**src/rtl/round_robin_arbiter.sv**
```systemverilog
// round_robin_arbiter: registered round-robin arbiter with hold-time limit and one-hot grants
module round_robin_arbiter #(
    parameter int N        = 4,
    parameter int MAX_HOLD = 8
) (
    input  logic                 clk,
    input  logic                 rst_n,
    input  logic [N-1:0]         req,
    output logic [N-1:0]         grant,
    output logic                 grant_valid,
    output logic [$clog2(N)-1:0] grant_id
);
    localparam int IW = $clog2(N);
    localparam int HW = $clog2(MAX_HOLD + 1);

    typedef enum logic {IDLE, BUSY} state_t;

    state_t          state_q, state_d;
    logic [N-1:0]    grant_q, grant_d;
    logic [IW-1:0]   id_q, id_d;
    logic [IW-1:0]   ptr_q, ptr_d;
    logic [HW-1:0]   hold_q, hold_d;
    logic [N-1:0]    cand;
    logic [IW:0]     idx;
    logic            found;
    logic [IW-1:0]   win;
    logic            keep;

    // Winner search: first candidate at or after ptr, wrapping; the current owner is never a candidate
    always_comb begin
        cand  = req & ~grant_q;
        found = 1'b0;
        win   = '0;
        idx   = '0;
        for (int k = 0; k < N; k++) begin
            idx = {1'b0, ptr_q} + (IW+1)'(k);
            if (idx >= (IW+1)'(N)) idx = idx - (IW+1)'(N);
            if (!found && cand[idx[IW-1:0]]) begin
                found = 1'b1;
                win   = idx[IW-1:0];
            end
        end
    end

    // Next state: owner keeps the grant unless it dropped or timed out with someone waiting
    always_comb begin
        keep    = state_q == BUSY && req[id_q] && !(hold_q == HW'(MAX_HOLD) && found);
        state_d = state_q;
        grant_d = grant_q;
        id_d    = id_q;
        ptr_d   = ptr_q;
        hold_d  = hold_q;
        if (keep) begin
            hold_d = (hold_q == HW'(MAX_HOLD)) ? hold_q : hold_q + HW'(1);
        end else if (found) begin
            state_d = BUSY;
            grant_d = N'(1) << win;
            id_d    = win;
            hold_d  = HW'(1);
            ptr_d   = (win == IW'(N - 1)) ? '0 : win + IW'(1);
        end else begin
            state_d = IDLE;
            grant_d = '0;
            id_d    = '0;
            hold_d  = '0;
        end
    end

    // State registers with synchronous active-low reset
    always_ff @(posedge clk) begin
        if (!rst_n) begin
            state_q <= IDLE;
            grant_q <= '0;
            id_q    <= '0;
            ptr_q   <= '0;
            hold_q  <= '0;
        end else begin
            state_q <= state_d;
            grant_q <= grant_d;
            id_q    <= id_d;
            ptr_q   <= ptr_d;
            hold_q  <= hold_d;
        end
    end

    assign grant       = grant_q;
    assign grant_valid = |grant_q;
    assign grant_id    = id_q;
endmodule

```
**config.mk**
```make
export PLATFORM = sky130hd
export DESIGN_NAME = round_robin_arbiter
export DESIGN_NICKNAME = d
export VERILOG_FILES = /design/src/rtl/round_robin_arbiter.sv
export SDC_FILE = /design/constraint.sdc
export NUM_CORES = 1
export LEC_CHECK = 0
export CORE_MARGIN = 4
export CORE_UTILIZATION = 50
export DETAILED_ROUTE_END_ITERATION = 8
export PLACE_DENSITY = 0.72
export SLEW_MARGIN = 0
export SYNTH_ARGS = -nofsm -noshare
export SYNTH_HDL_FRONTEND = slang
export SYNTH_SLANG_ARGS = --single-unit
```
**constraint.sdc**
```tcl
create_clock -name clk -period 2.6 [get_ports clk]
set_input_delay 0.39 -clock clk [delete_from_list [all_inputs] [get_ports clk]]
set_output_delay 0.39 -clock clk [all_outputs]
set_load 0.005 [all_outputs]
```
==> flow_metrics.py <==
metrics = {
    "route": {
        "drt_first_iter_violations": 5,
        "postRouteWirelength_um": 1640,
        "antenna_violating_nets_post_route": 0,
        "drt-pass1-iter-count": 4,
        "via_per_inst": 5.68,
        "post-route-drc-count": 0,
        "avgRoutedWirePerCell_um": 14.9,
        "vias": 625,
    },
    "placed_design": {
        "placedCellCount": 106,
        "number_of_port_buffers": 12,
        "dp_hpwl_um": 1270,
        "place_congestion": 0.812,
        "dpl_cell_area_um2": 897,
    },
    "clock_tree": {
        "cts-resized-gates": 0,
        "cts_hold_buffers": 0,
        "tritoncts_num_sinks": 13,
        "ctsRootBufferMaster": "sky130_fd_sc_hd__clkbuf_4",
        "cts_post_setup_buffers_inserted": 0,
        "insertion_delay_ps": 290,
        "ctsLongestPathBuffers": 2,
        "cts_htree_levels": 1,
        "tritoncts_clock_tree": "done",
        "clkTransAtPathRegs_ps": 80,
        "cts_buffers": 3,
    },
    "cells_and_area": {
        "count_of_placed_standard_cells_in_the_final_layout_fillers_left_out": 110,
        "flow.area_growth_from_synthesis_pct": 20.6,
        "multiInputGateArea_um2": 472,
        "finish.net_count": 108,
        "final_design_instance_area_without_fill_um2": 925,
        "layout_common_cells": "13 x sky130_fd_sc_hd__dfxtp_1, 12 x sky130_fd_sc_hd__clkdlybuf4s50_1, 6 x sky130_fd_sc_hd__inv_1, 6 x sky130_fd_sc_hd__ha_1",
        "post_route_cells_drive_above_1_share": 0.189,
        "ff_latch_area_um2": 260,
        "antenna_cells": 0,
        "fillerInstances": 127,
        "mostFrequentLayoutCell": "sky130_fd_sc_hd__dfxtp_1",
    },
    "sta": {
        "fin_tns_setup_ps": 0,
        "max_clock_freq_mhz": 494,
        "timing.final.crit_share": 0.778,
        "relative_slew_margins": 0.708,
        "setup-violations-final": 0,
        "final_hold_viol_count": 0,
        "grt_setup_unrepaired": "false",
        "report.final.slew_viol_count": 0,
        "worst_slew_pin_tran_ps": 436,
        "timing.clock.skew_ps": 5.02,
        "period_needed_ps": 2020,
    },
    "yosys": {
        "post_synth_inst_count": 81,
        "number_of_distinct_library_cell_variants_in_the_gate_level_netlist_after_synthesis": 34,
        "synthesized_area_per_cell_um2": 9.47,
        "synth_nets": 93,
        "synth_area_um2": 767,
        "yosys_warnings": 0,
        "synth-seq-cells": 13,
        "yosysSeqAreaShare": 0.339,
    },
    "setup_path": {
        "crit_path_cell_trace": "or4_1, clkdlybuf4s50_1",
        "crit_path_max_incr_delay_ps": 520,
        "critical_path.max_fanout": 5,
        "crit_type": "register to output port",
        "reg2reg_slack_ps": 760,
        "worstPathArrival_ps": 1630,
        "cell_with_the_biggest_individual_delay_on_the_critical_path": "sky130_fd_sc_hd__or4_1",
        "startpoint_class": "register",
        "timing.critical_path.to_type": "output port",
        "crit_family": "simple AND/OR/NAND/NOR gates",
        "worstReg2RegEnd": "grant[0]$_SDFFE_PN0N_",
        "cp_num_buf_inv": 1,
        "worst_ep_required_ps": 2210,
        "reg2reg_from": "grant[2]$_SDFFE_PN0N_",
        "worstRegToRegCells": 6,
    },
    "power_and_ir_drop": {
        "power.total_mw": 0.757,
        "vdd_ir_drop_max_uv": 407,
        "power_per_cell_area_nw_per_um2": 819,
        "p_leak_nw": 0.372,
    },
    "job": {
        "maxCapViolations": 0,
    },
    "floorplan": {
        "num_io_pins": 13,
        "die_w_um": 47.2,
        "start_util": 0.561,
        "coreArea_um2": 1370,
        "die_area_um2": 2220,
        "die_y_um": 47.2,
        "rows": 13,
    },
    "worst_hold_path": {
        "hold_path_depth": 2,
        "whs_endpoint": "hold_q[2]$_SDFFE_PN0P_",
        "hold_start": "hold_q[2]$_SDFFE_PN0P_",
        "type_of_the_worst_min_delay_path": "register to register",
    },
    "global_route": {
        "pin_count_of_the_biggest_net_entering_global_routing": 14,
        "grt_pass1_wl_um": 2720,
        "globalRoute.totalOverflow": 0,
        "first_global_vias": 605,
        "grt_antenna_before_repair": 0,
        "grt_util_overall": 0.187,
    },
    "status": {
        "status": "completed",
    },
}
==> power by group <==
part | switching, mW | leakage (nW) | internal, mW | total [mW]
logic | 0.153 | 0.247 | 0.180 | 0.333
registers | 0.0520 | 0.107 | 0.242 | 0.294
clock network | 0.0725 | 0.0177 | 0.0573 | 0.130
==> worst max-delay path by stage <==
stage          cells after the start                     to                   from  slack, ps
3_5_place_dp                       8  grant[0]$_SDFFE_PN0N_                 req[0]        310
3_3_place_gp                       8  grant[0]$_SDFFE_PN0N_                 req[0]        360
6_report                           2            grant_valid  grant[0]$_SDFFE_PN0N_        580
5_1_grt                            8  grant[0]$_SDFFE_PN0N_                 req[0]        500
4_1_cts                            2            grant_valid  grant[0]$_SDFFE_PN0N_        570
2_1_floorplan                      7  grant[0]$_SDFFE_PN0N_                 req[0]        980
==> logic make-up (layout without fill, tap and decap cells) <==
group,count (synthesis),in the layout,share of synthesized area
adders and majority gates,6,6,0.0979
AOI/OAI and AO/OA,21,21,0.238
muxes,3,3,0.0392
buffers and inverters,9,23,0.0457
DFF,13,13,0.339
xor gates and xnor gates,1,1,0.0114
and+or+nand+nor,28,28,0.228
==> flip-flops by register name, indices dropped and copies added, names as in the netlist <==
register and flops:
grant 4, ptr_q 2, grant_id 2, hold_q 4, state_q 1
==> worst register-to-register path, cell delays in order, from the launching register on <==
cell and delay (ps):
sky130_fd_sc_hd__dfxtp_1 350, sky130_fd_sc_hd__and2b_1 330, sky130_fd_sc_hd__o21ai_0 120, sky130_fd_sc_hd__a21oi_1 350, sky130_fd_sc_hd__inv_1 140, sky130_fd_sc_hd__ha_1 210, sky130_fd_sc_hd__a32o_2 230
==> synthesized netlist by cell type, drive strengths merged <==
library cell	number	area share
a211oi	1	0.0098
a21oi	6	0.044
a221oi	1	0.020
a32o	5	0.072
and2	1	0.011
and2b	1	0.0098
buf	1	0.0065
clkbuf	1	0.0049
dfxtp	13	0.34
ha	6	0.098
inv	7	0.034
mux2i	3	0.039
nand2	5	0.024
nand2b	3	0.024
nand3	3	0.020
nand3b	1	0.0098
nor2	5	0.024
nor2b	4	0.039
nor3b	1	0.0098
nor4	1	0.028
o21a	2	0.029
o21ai	3	0.020
o221a	1	0.015
o22a	1	0.013
o22ai	1	0.016
or2	1	0.0082
or2b	1	0.0098
or4	1	0.0098
xor2	1	0.011
==> layout make-up <==
class	instances	share of cell area
Clock buffer	3	0.0244
Clock inverter	1	0.00541
Inverter	7	0.0284
Multi-Input combinational cell	59	0.510
Sequential cell	13	0.281
Tap cell	15	0.0203
Timing Repair Buffer	12	0.130
==> through the flow <==
stage	worst slack (ps)	utilization	hold WS, ps
after detailed placement	315	0.657	501
after global routing	500	0.677	556
final	577	0.677	512
after global placement	356	0.657	480
after CTS	573	0.677	514
after floorplan	982	-	466
==> layer usage <==
metal,track usage,part of all wire
met2,0.285,0.45
met3,0.0613,0.058
met1,0.226,0.47
met5,0,0
met4,0.116,0.027
Note: power is estimated with default switching activity, not from simulation.
